[src/rtl/exec_ctrl.sv]
// Single-issue execute controller for a 4x8 register file.
// Accepts one instruction, reads its source register, runs the 8-bit ALU
// and writes the result back. Fixed four-state path: IDLE, READ, EXEC, WRITE.
module exec_ctrl (
  input  logic       ck,
  input  logic       rst_n,
  input  logic       in_valid,
  output logic       in_ready,
  input  logic [2:0] op,
  input  logic [1:0] rd,
  input  logic [1:0] rs,
  input  logic [7:0] imm,
  input  logic [7:0] dout,
  output logic [1:0] outaddr,
  output logic       we,
  output logic [1:0] inaddr,
  output logic [7:0] din,
  output logic       done,
  output logic       zero,
  output logic       carry
);

  typedef enum logic [1:0] {
    IDLE,
    READ,
    EXEC,
    WRITE
  } state_t;

  typedef enum logic [2:0] {
    OP_LDI = 3'b000,
    OP_MOV = 3'b001,
    OP_ADD = 3'b010,
    OP_SUB = 3'b011,
    OP_AND = 3'b100,
    OP_OR  = 3'b101,
    OP_XOR = 3'b110,
    OP_NOT = 3'b111
  } op_t;

  state_t     state_q;
  op_t        op_q;
  logic [1:0] rd_q;
  logic [7:0] imm_q;
  logic [7:0] a_q;

  logic [7:0] res_d;
  logic       carry_d;
  logic [8:0] sum;

  // ALU: result and carry/borrow from the latched operand and immediate
  always_comb begin
    res_d   = '0;
    carry_d = 1'b0;
    sum     = {1'b0, a_q} + {1'b0, imm_q};
    unique case (op_q)
      OP_LDI: res_d = imm_q;
      OP_MOV: res_d = a_q;
      OP_ADD: begin
        res_d   = sum[7:0];
        carry_d = sum[8];
      end
      OP_SUB: begin
        res_d   = a_q - imm_q;
        carry_d = (a_q < imm_q);
      end
      OP_AND: res_d = a_q & imm_q;
      OP_OR:  res_d = a_q | imm_q;
      OP_XOR: res_d = a_q ^ imm_q;
      OP_NOT: res_d = ~a_q;
      default: res_d = '0;
    endcase
  end

  // Control FSM with registered outputs; the source address is captured
  // straight into outaddr on accept, so it is valid for the whole READ cycle.
  always_ff @(posedge ck or negedge rst_n) begin
    if (!rst_n) begin
      state_q  <= IDLE;
      op_q     <= OP_LDI;
      rd_q     <= '0;
      imm_q    <= '0;
      a_q      <= '0;
      in_ready <= 1'b1;
      outaddr  <= '0;
      we       <= 1'b0;
      inaddr   <= '0;
      din      <= '0;
      done     <= 1'b0;
      zero     <= 1'b0;
      carry    <= 1'b0;
    end else begin
      unique case (state_q)
        IDLE: begin
          if (in_valid) begin
            op_q     <= op_t'(op);
            rd_q     <= rd;
            imm_q    <= imm;
            outaddr  <= rs;
            in_ready <= 1'b0;
            state_q  <= READ;
          end
        end
        READ: begin
          a_q     <= dout;
          state_q <= EXEC;
        end
        EXEC: begin
          din     <= res_d;
          inaddr  <= rd_q;
          zero    <= (res_d == '0);
          carry   <= carry_d;
          we      <= 1'b1;
          done    <= 1'b1;
          state_q <= WRITE;
        end
        WRITE: begin
          we       <= 1'b0;
          done     <= 1'b0;
          in_ready <= 1'b1;
          state_q  <= IDLE;
        end
        default: state_q <= IDLE;
      endcase
    end
  end

endmodule

[config.mk]
export PLATFORM = sky130hd
export DESIGN_NAME = exec_ctrl
export DESIGN_NICKNAME = d
export VERILOG_FILES = /design/src/rtl/exec_ctrl.sv
export SDC_FILE = /design/constraint.sdc
export NUM_CORES = 1
export LEC_CHECK = 0
export BUFFER_PORTS_ARGS = -buffer_cell sky130_fd_sc_hd__buf_4
export CELL_PAD_IN_SITES_DETAIL_PLACEMENT = 0
export CELL_PAD_IN_SITES_GLOBAL_PLACEMENT = 2
export CORE_AREA = 2 2 98 100
export DETAILED_ROUTE_END_ITERATION = 8
export DIE_AREA = 0 0 100 102
export PLACE_DENSITY_LB_ADDON = 0.1
export SYNTH_ARGS = -nofsm -noshare
export SYNTH_HDL_FRONTEND = slang
export SYNTH_SLANG_ARGS = --single-unit
export TNS_END_PERCENT = 20
[constraint.sdc]
create_clock -name ck -period 2.8 [get_ports ck]
set_input_delay 0 -clock ck [delete_from_list [all_inputs] [get_ports ck]]
set_output_delay 0 -clock ck [all_outputs]
set_load 0.02 [all_outputs]
## Word level (Yosys, flattened, before mapping)

Index checks and enable logic that the tools add are counted.

| operators by class | value |
|---|---|
| equal/unequal tests | 11 |
| add/subtract/negate cells | 2 |
| shift-type cells | 0 |
| bitwise logic cells | 4 |
| multipliers | 0 |
| order comparisons | 1 |
| reductions and logical operators | 7 |
| multiplexer cells | 7 |
| divide/modulo/power cells | 0 |

Operators with widths:

| kind | number |
|---|---|
| $pmux 8 s8 | 1 |
| $eq 3x3->1 const B | 4 |
| $add 8x8->9 | 1 |
| $and 8x8->8 | 1 |
| $logic_not 8->1 | 1 |
| $lt 8x8->1 | 1 |
| $not 8->8 | 1 |
| $or 8x8->8 | 1 |
| $pmux 2 s4 | 1 |
| $sub 8x8->8 | 1 |
| $xor 8x8->8 | 1 |
| $eq 3x2->1 const B | 2 |
| $pmux 1 s2 | 3 |
| $eq 2x2->1 const B | 2 |
| $reduce_and 2->1 | 2 |
| $reduce_bool 2->1 | 2 |
| $eq 3x1->1 const B | 1 |
| $logic_not 3->1 | 1 |
| $eq 2x1->1 const B | 1 |
| $logic_not 2->1 | 1 |
| $mux 2 | 1 |
| $ne 2x2->1 const B | 1 |
| $mux 1 | 1 |

| word-level totals | value |
|---|---|
| memory bits (read-only) | 0 |
| output and inout bits | 17 |
| bits in writable memories | 0 |
| flip-flop bits (word level) | 39 |
| logic and storage cells | 44 |
| bits in latches | 0 |
| memories | 0 |

## Logic depth before layout (Yosys ltp)

Gate-level depths: netlist (run 1).

| logic depth | value |
|---|---|
| depth after elaboration | 3 |
| mapped depth | 11 |

## Worst setup path after synthesis (run 1)

Ideal clock, no wire load.

| timing path | value |
|---|---|
| path type | register to register |
| start | reg imm_q[0] |
| end | reg zero |
| path slack | -0.079 ns |
| stages on the path, launching flop included | 11 |
| arrival time | 2.784 ns |
| cell sequence | dfrtp_1 -> ha_1 -> inv_1 -> fa_1 -> nor2_1 -> xnor2_1 -> o32ai_1 -> o32a_1 -> or4_1 -> or4_1 -> o32ai_2 |

| on the way | value |
|---|---|
| longest elaborated chain between the ends | 3 |

RTL lines:

| element | RTL line | text |
|---|---|---|
| start: declaration | 44 | `logic [7:0] imm_q;` |
| start signal: assignment | 98 | `imm_q <= imm;` |
| $sub 8x8->8, or another cell as far along | 64 | `res_d = a_q - imm_q;` |
| $pmux 8 s8 (*) | 56 | `unique case (op_q)` |
| $logic_not 8->1 (*) | 111 | `zero <= (res_d == '0);` |
| end signal: assignment | 111 |  |
| end: declaration | 19 | `output logic zero,` |

Every way passes the cells marked *; elsewhere a longest branch is shown, timed or not.
A chain may end at the register's enable or synchronous reset.

## Worst setup path in the final report (run 1)

Ends and elaborated chain as after synthesis.

==> results of run 1 <==
[tightest hold or removal path, cell delays in order]
cell	delay, ns
buf_4	0.08
nand2b_1	0.16
o21ai_0	0.09
[power by group]
group          switching, W  total, W  internal (W)  leakage [nW]
Combinational       0.00202   0.00397       0.00195          1.31
Clock              0.000234  0.000410      0.000177        0.0452
Sequential         0.000226   0.00108      0.000857         0.467
Total               0.00248   0.00547       0.00298          1.82
[layout make-up]
cell class	instances	area, µm²	share of cell area, %
multi-input cells	215	1690	43.6
inverters	30	115	2.97
flip-flops and latches	39	977	25.2
repair buffers	108	871	22.4
well taps	111	139	3.58
clock inverters	2	13.8	0.355
clock buffers	6	72.6	1.87
[cells by family after synthesis]
| group | Yosys count |
|---|---|
| AO/OA/AOI/OAI | 80 |
| AND/OR/NAND/NOR | 69 |
| buffers and inverters | 50 |
| flip-flops | 39 |
| adder cells (fa/ha/maj) | 31 |
| multiplexers | 28 |
| XOR/XNOR | 7 |
[path summary, 6_finish.rpt]
kind | from | endpoint | slack [ns] | cells after the start
max reg2reg | imm_q[0] | zero | -0.07 | 9
min reg2reg | rd_q[0] | rd_q[0] | 0.51 | 1
max | imm_q[0] | zero | -0.07 | 9
max in group asynchronous | rst_n | in_ready | 2.19 | 2
min in group asynchronous | rst_n | imm_q[4] | 0.22 | 2
min | in_valid | state_q[0] | 0.07 | 3
[metrics by stage]
stage               setup slack [ns]  instances  hold WS [ns]  util [%]
floorplan                  -0.000644        304        -0.296         -
global placement             -0.0828        477        0.0298      38.7
detailed placement            -0.160        477        0.0367      38.7
CTS                          -0.0728        511        0.0678      42.6
global route                  -0.221        511         0.116      42.6
finish                       -0.0736        511        0.0698      42.6
[placed cells by master, fill, tap and decap left out, types with 3 or more instances in the layout]
master / synthesis / routed
nor2b_1: 4 / 4
inv_2: 1 / 3
ha_1: 29 / 27
mux2_2: 25 / 25
nand3_1: 4 / 4
xnor2_1: 6 / 6
o221ai_1: 3 / 3
a21o_1: 6 / 6
o21ai_0: 17 / 17
o22a_1: 3 / 3
a21oi_1: 19 / 19
buf_4: 4 / 84
o32ai_1: 3 / 3
inv_1: 28 / 26
clkbuf_8: 0 / 5
dfrtp_1: 38 / 38
dlygate4sd3_1: 0 / 24
nor2_1: 23 / 22
nand2b_1: 7 / 7
nand2_1: 18 / 18
o31ai_1: 3 / 3
[metal layers]
| layer | GRT usage (%) | routed length, µm | up-vias |
|---|---|---|---|
| li1 | - | - | 1249 |
| met1 | 24.4 | 4190 | 1168 |
| met2 | 26.3 | 3560 | 51 |
| met3 | 2.33 | 294 | 4 |
| met4 | 3.16 | 49 | 0 |
| met5 | 0 | 0 | - |
[sequential cells by signal, summed over array words and instances (netlist names)]
name,count
state_q,2
outaddr,2
zero,1
rd_q,2
a_q,8
op_q,3
done,1
din,8
inaddr,2
imm_q,8
carry,1
in_ready,1
[what timing repair did]
item	in CTS	in global routing
endpoints found under the setup margin	1	1
pin swaps	4	0
endpoints found under the hold margin	61	0
hold buffers	24	0
buffers inserted	2	0
gates resized for setup	6	0
==> results.yml, run 1 <==
critical_path:
  path_cells: "ha_2 -> inv_1 -> fa_2 -> o21ai_0 -> o31ai_1 -> o22a_1 -> or4_4 -> or4_4 -> o32ai_2"
  worst-path-max-fanout: 3
  cpLargestDelayFamily: "simple AND/OR/NAND/NOR gates"
  crit_path_frequent_cell: "or4_4"
  slowest_stage: "or4_4"
  required_ns: 3.02
  crit_path_start_kind: "flip-flop"
  path_buf_inv: 1
  cp.arrival_ns: 3.09
  cp-end-kind: "flip-flop"
  cp_slowest_stage_delay_ns: 0.53
  worstSetupPathType: "reg -> reg"
grt:
  grt_max_degree: 40
  antenna_found_initial: 0
  gr-total-overflow: 0
  grt_first_pass_wirelength_um: 13100
  grt_pass1_vias: 2486
  grt_usage_pct: 16.6
logic_synthesis:
  synthTopCellsByArea: "dfrtp_1 (33%), ha_1 (13%), mux2_2 (9.8%), inv_1 (3.7%), a21oi_1 (3.3%)"
  synthesis.area_um2: 2870
  yosys_register_bits: 39
  synthMostInstantiatedCell: "dfrtp_1"
  synth_compound_area_share_pct: 19.2
  synth_cells: 304
  synth_top_area_share_pct: 33.2
  synthTopCellsByCount: "dfrtp_1 (38), ha_1 (29), inv_1 (28), mux2_2 (25), nor2_1 (23)"
  yosys.area_share.simple_pct: 11.6
  synth_nets: 361
  synthFlopType: "dfrtp_1"
  synth_top_family_by_area: "compound AO/OA/AOI/OAI gates"
  synthArstFlopShare_pct: 100
  synth_xor_area_share_pct: 2.14
  yosysUniqueCellTypes: 57
  avgSynthCellArea_um2: 9.43
  synth_fa_ha_area_share_pct: 14.0
  synth_edf_count: 0
  synth_area_leader_cell: "dfrtp_1"
  synth.area.mux_share_pct: 11.3
  yosysWarnings: 0
  seq_area_frac_synth_pct: 34.1
route:
  drt_wl_total_um: 8090
  drt-wirelength-per-cell_um: 15.8
  ant_nets: 0
  drc: 0
  routed-via-count: 2472
  via_per_inst: 4.84
  drtIter0Drc: 104
  firstDrtPassIters: 4
place:
  finalWeightedCongestion: 0.859
  portBuffers: 42
  post_dp_cell_area_um2: 3530
  hpwlAfterDp_um: 5860
timing:
  rsz0062_at_grt: "true"
  fin_crit_sh_pct: 103
  slew_violations: 0
  fmax_mhz: 348
  layout_setup_ws_ns: -0.0736
  slew_headroom_pct: 41.1
  finClkSkew_ns: 0.00984
  tightest_slew_ns: 0.882
  period_minus_slack_ns: 2.87
  hold_viol_final: 0
  fin_tns_setup_ns: -0.0736
  setup_viol: 1
final_layout:
  area_growth_pct: 35.3
  drive_gt1_share_pct: 34.0
  num-nets-final: 456
  nFillCells: 918
  num_antenna_cells: 0
  postLayoutCellArea_um2: 3880
run_status:
  outcome: "complete, but fails checks"
  violations: "negative setup slack"
cts:
  cts.sinks: 39
  numCtsBuffers: 5
  tritoncts: "yes"
  cts.htree.levels: 2
  clockRootBuffer: "clkbuf_8"
  clk_latency_ns: 0.30
  clk_pin_slew_ns: 0.09
  cts_buffer_depth: 2
floorplan:
  num_io_pins: 43
  die_w_um: 100
  design.core.area_um2: 9110
  initial_core_util_pct: 31.5
  rows: 35
  die-area_um2: 10200
  fp.dieH_um: 102
job:
  cap_viol_max_count: 0
pwr:
  peakVddDrop_mv: 0.604
  p_total_w: 0.00547
  cellPowerDensity_nw_per_um2: 1410
  p_leak_nw: 1.82
worst_hold_path:
  hold_path.class: "in -> reg"
No activity file was read; power rests on OpenSTA's default activity.
==> run 2, diff against run 1 <==
--- a/config.mk
+++ b/config.mk
@@ -8,9 +8,9 @@
 export BUFFER_PORTS_ARGS = -buffer_cell sky130_fd_sc_hd__buf_4
 export CELL_PAD_IN_SITES_DETAIL_PLACEMENT = 0
 export CELL_PAD_IN_SITES_GLOBAL_PLACEMENT = 2
-export CORE_AREA = 2 2 98 100
+export CORE_AREA = 2 2 93 95
 export DETAILED_ROUTE_END_ITERATION = 8
-export DIE_AREA = 0 0 100 102
+export DIE_AREA = 0 0 95 97
 export PLACE_DENSITY_LB_ADDON = 0.1
 export SYNTH_ARGS = -nofsm -noshare
 export SYNTH_HDL_FRONTEND = slang
==> constraint.sdc (replaced) <==
create_clock -name ck -period 3.15 [get_ports ck]
set_input_delay 0 -clock ck [delete_from_list [all_inputs] [get_ports ck]]
set_output_delay 0 -clock ck [all_outputs]
set_load 0.02 [all_outputs]
==> run 2 against run 1 <==
The run now ends clean. Highest routed layer unchanged. Hold slack better by 0.011 ns. Register-to-register slack improved by 0.22 ns. Clock power shrank 12%. Total power down 19%. Maximum frequency shrank 4.2%.
==> results.yml, run 2 (same netlist as run 1, synthesis figures left out) <==
route:
  drt-wirelength-per-cell_um: 16.2
  ant_nets: 0
  drtIter0Drc: 99
  routed-via-count: 2400
  drt_wl_total_um: 7720
  firstDrtPassIters: 5
  drc: 0
  via_per_inst: 5.04
grt:
  grt_first_pass_wirelength_um: 12900
  grt_max_degree: 40
  gr-total-overflow: 0
  antenna_found_initial: 0
  grt_usage_pct: 17.9
  grt_pass1_vias: 2497
timing:
  fmax_mhz: 333
  period_minus_slack_ns: 3.00
  rsz0062_at_grt: "false"
  hold_viol_final: 0
  fin_tns_setup_ns: 0
  finClkSkew_ns: 0.00879
  setup_viol: 0
  slew_violations: 0
  tightest_slew_ns: 0.855
  fin_crit_sh_pct: 95.2
  slew_headroom_pct: 42.9
pwr:
  peakVddDrop_mv: 0.488
  p_leak_nw: 1.68
  power.switching_w: 0.00212
  switching_share_pct: 47.8
  power_frac_comb_pct: 69.0
  pwr-share-clk_pct: 8.1
  cellPowerDensity_nw_per_um2: 1210
  p_total_w: 0.00444
  p_seq_share_pct: 22.8
  p_int_w: 0.00232
critical_path:
  worst-path-max-fanout: 4
  cp_slowest_stage_delay_ns: 0.52
  cp.arrival_ns: 3.21
  path_cells: "buf_4 -> ha_1 -> inv_1 -> fa_2 -> o21ai_1 -> o31ai_1 -> o22a_1 -> or4_4 -> or4_1 -> o32ai_2"
  crit_path_start_kind: "flip-flop"
  timing.rr.start: "imm_q[0]"
  cp-end-kind: "flip-flop"
  required_ns: 3.36
  worstSetupPathType: "reg -> reg"
  crit_path_start: "imm_q[0]"
  slowest_stage: "or4_4"
place:
  hpwlAfterDp_um: 5460
  portBuffers: 42
  finalWeightedCongestion: 0.839
job:
  cap_viol_max_count: 0
final_layout:
  num-nets-final: 427
  num_antenna_cells: 0
  area_growth_pct: 28.0
  layout_common_cells: "buf_4 (55), dfrtp_1 (38), inv_1 (28), ha_1 (28), mux2_2 (25)"
  final_util_pct: 45.1
  drive_gt1_share_pct: 28.6
  top_regs: "a_q: 8 flops, din: 8 flops, imm_q: 8 flops"
  final_common_cell: "buf_4"
run_status:
  outcome: "completed"
cts:
  clk_pin_slew_ns: 0.09
  cts.htree.levels: 2
  tritoncts: "yes"
  clockRootBuffer: "clkbuf_8"
  numCtsBuffers: 5
  cts.sinks: 39
  clk_latency_ns: 0.30
  cts_buffer_depth: 2
floorplan:
  design.core.area_um2: 8130
  die_w_um: 95
  rows: 33
  die-area_um2: 9220
  fp.dieH_um: 97
  num_io_pins: 43
  initial_core_util_pct: 35.3
worst_hold_path:
  hold_path.startpoint: "in_valid"
  hold_path.class: "in -> reg"
run 2: cell types whose count changed in the layout (fill, tap and decap cells not counted), moves of 2 or more:
cell and change:
inv_2 -2, clkinvlp_4 +2, buf_4 -29, inv_1 +2
run 2: layout make-up:
type	count	area, µm²
flip-flops and latches	39	977
clock inverters	3	20.0
clock buffers	5	68.8
repair buffers	79	653
inverters	30	115
fillers	827	4460
well taps	105	131
multi-input cells	215	1710
run 2: routing by layer:
metal	GRT usage (%)	vias to the layer above	wire length (µm)
li1	-	1194	-
met1	24.9	1155	3830
met2	29.1	44	3580
met3	3.12	7	237
met4	3.68	0	72
met5	0	-	0
run 2: power groups by stage:
stage	Clock (W)	Sequential, W	Combinational (W)
2_1_floorplan	0	0.00105	0.00208
3_3_place_gp	0	0.00102	0.00297
3_5_place_dp	0	0.00102	0.00295
4_1_cts	0.000384	0.00101	0.00299
5_1_grt	0.000402	0.00107	0.00340
6_report	0.000362	0.00101	0.00306
run 2: worst paths after layout:
path | endpoint | depth (start not counted) | slack, ns
worst max-delay path | zero | 10 | 0.15
worst min-delay path | state_q[1] | 3 | 0.08
worst max register to register | zero | 10 | 0.15
worst min register to register | rd_q[0] | 1 | 0.50
max in group asynchronous | in_ready | 2 | 2.55
min in group asynchronous | op_q[0] | 2 | 0.20
run 2: worst max-delay path, delay by kind of cell, from the launching register on:
family | cells | cell delay (ns)
adders and majority gates | 2 | 0.64
DFF | 1 | 0.39
AOI/OAI and AO/OA | 4 | 0.71
and+or+nand+nor | 2 | 0.94
buffers and inverters | 2 | 0.23
run 2: what timing repair did:
action,4_1_cts,5_1_grt
buffers inserted,0,2
gates resized for setup,0,9
hold buffers,24,0
endpoints found under the setup margin,0,1
hold endpoints to repair,61,0
run 2: per-stage QoR:
stage	cell area, µm²	instances	hold WS [ns]	setup WS [ns]
2_1_floorplan	2870	304	-0.296	0.271
3_3_place_gp	3290	442	0.0234	0.131
3_5_place_dp	3290	442	0.0240	0.0478
4_1_cts	3620	474	0.0748	0.0316
5_1_grt	3670	476	0.132	0.0168
6_report	3670	476	0.0807	0.151
==> run 3, diff against run 2 <==
--- a/config.mk
+++ b/config.mk
@@ -5,7 +5,7 @@
 export SDC_FILE = /design/constraint.sdc
 export NUM_CORES = 1
 export LEC_CHECK = 0
-export BUFFER_PORTS_ARGS = -buffer_cell sky130_fd_sc_hd__buf_4
+export BUFFER_PORTS_ARGS = -buffer_cell sky130_fd_sc_hd__buf_2
 export CELL_PAD_IN_SITES_DETAIL_PLACEMENT = 0
 export CELL_PAD_IN_SITES_GLOBAL_PLACEMENT = 2
 export CORE_AREA = 2 2 93 95
==> run 3 against run 2 <==
Wire length decreased by 0.89%. First-iteration DRC count increased by 20%. Clock power increased by 30%. Core utilization decreased by 1.2 points. Clock-buffer cell count increased by 1. Critical path depth unchanged. Maximum frequency decreased by 0.11%. Via count decreased by 0.63%. Design area decreased by 2.7%. Global-route usage decreased by 0.45 points. Die area unchanged. Non-clock buffer count unchanged. Largest cell class unchanged. Highest routed layer unchanged.
==> results.yml, run 3 (same netlist as run 1, synthesis figures left out) <==
timing:
  fmax_mhz: 333
  finClkSkew_ns: 0.0107
  tightest_slew_ns: 0.909
  slew_headroom_pct: 39.4
  slew_violations: 0
  fin_crit_sh_pct: 95.3
  holdWs_ns: 0.0798
  layout_setup_ws_ns: 0.148
  hold_viol_final: 0
  fin_tns_setup_ns: 0
  period_minus_slack_ns: 3.00
  setup_viol: 0
  rsz0062_at_grt: "false"
route:
  drt-wirelength-per-cell_um: 16.1
  via_per_inst: 5.01
  met2_length_um: 3520
  drtIter0Drc: 119
  firstDrtPassIters: 4
  drc: 0
  drt_wl_total_um: 7650
  topRoutingLayerUsed: "met4"
  routed-via-count: 2385
  wl_met1_um: 3900
  wl_met3_um: 185
  ant_nets: 0
cts:
  clk_pin_slew_ns: 0.09
  clk_latency_ns: 0.30
  tritoncts: "yes"
  cts_buffer_depth: 2
  numCtsBuffers: 5
  cts.sinks: 39
  clockRootBuffer: "clkbuf_8"
  cts.htree.levels: 2
pwr:
  power.switching_w: 0.00207
  pwr-share-clk_pct: 10.7
  p_leak_nw: 1.66
  power_frac_comb_pct: 66.9
  p_int_w: 0.00231
  cellPowerDensity_nw_per_um2: 1230
  p_seq_share_pct: 22.4
  peakVddDrop_mv: 0.380
  p_total_w: 0.00439
  switching_share_pct: 47.3
floorplan:
  rows: 33
  design.core.area_um2: 8130
  initial_core_util_pct: 35.3
  num_io_pins: 43
  die-area_um2: 9220
  fp.dieH_um: 97
  die_w_um: 95
final_layout:
  top_regs: "a_q: 8 flops, din: 8 flops, imm_q: 8 flops"
  drive_gt1_share_pct: 27.2
  final_common_cell: "buf_2"
  nFillCells: 811
  fin_cells: 476
  area_growth_pct: 24.5
  layout_common_cells: "buf_2 (42), dfrtp_1 (38), inv_1 (28), ha_1 (28), mux2_2 (25)"
  num_antenna_cells: 0
  num-nets-final: 427
worst_hold_path:
  hold_path.class: "in -> reg"
grt:
  grt_pass1_vias: 2338
  antenna_found_initial: 0
  grt_usage_pct: 17.5
  grt_first_pass_wirelength_um: 12400
  gr-total-overflow: 0
  grt_max_degree: 40
critical_path:
  regToRegSetupSlack_ns: 0.15
  worstSetupPathType: "reg -> reg"
  cp.arrival_ns: 3.21
  crit_end: "zero"
  worst-path-max-fanout: 4
  crit_path_start: "a_q[0]"
  cp-end-kind: "flip-flop"
  r2r-end: "zero"
  reg2regPathDepth: 10
  timing.rr.start: "a_q[0]"
  required_ns: 3.36
  crit_path_start_kind: "flip-flop"
place:
  place_ws_ns: 0.0710
  hpwlAfterDp_um: 5440
  portBuffers: 42
  dp.cells: 443
  finalWeightedCongestion: 0.871
job:
  cap_viol_max_count: 0
run_status:
  outcome: "completed"
==> run 3: cell type report <==
cell class,count,area [µm²],share of cell area [%]
multi-input cells,215,1680,47.0
flip-flops and latches,39,977,27.4
inverters,30,115,3.22
repair buffers,79,548,15.3
clock buffers,6,82.6,2.31
well taps,105,131,3.68
clock inverters,2,38.8,1.09
==> run 3: worst min path at each step <==
stage	start	endpoint	cells past startpoint	slack, ns
finish	in_valid	state_q[0]	3	0.08
global route	in_valid	state_q[1]	3	0.13
CTS	in_valid	state_q[1]	3	0.08
detailed placement	rst_n	op_q[0]	1	0.19
global placement	rst_n	a_q[2]	1	0.20
floorplan	rst_n	a_q[0]	0	-0.30
==> run 3: power by group through the flow <==
stage          logic, W  registers [W]  clock network [W]
2_1_floorplan   0.00208        0.00105                  0
3_3_place_gp    0.00293       0.000991                  0
3_5_place_dp    0.00291       0.000991                  0
4_1_cts         0.00295       0.000983           0.000486
5_1_grt         0.00326        0.00103           0.000508
6_report        0.00294       0.000980           0.000470
==> run 3: metal layers <==
| layer | vias to the layer above | global-route usage (%) |
|---|---|---|
| met5 | - | 0 |
| met4 | 0 | 2.68 |
| met3 | 4 | 2.96 |
| met2 | 33 | 27.9 |
| met1 | 1156 | 25.2 |
| li1 | 1192 | - |
==> run 3: stage by stage <==
step	cell area, µm²	util, %
final	3570	43.9
after global routing	3570	43.9
after CTS	3560	43.7
after detailed placement	3200	39.3
after global placement	3200	39.3
after floorplan	2870	-
==> run 3: critical path, stage by stage (launching register included) <==
cell,delay [ns]
dfrtp_1,0.39
ha_2,0.20
inv_1,0.06
fa_2,0.35
nor2_1,0.12
xnor2_1,0.13
o32ai_1,0.10
o32a_1,0.36
or4_1,0.53
or4_1,0.42
o32ai_2,0.26
==> run 3: repair_timing <==
item | CTS | global route
hold endpoints to repair | 61 | 0
gates resized for setup | 0 | 2
setup endpoints to repair | 0 | 1
hold buffers | 24 | 0
buffers inserted | 0 | 1
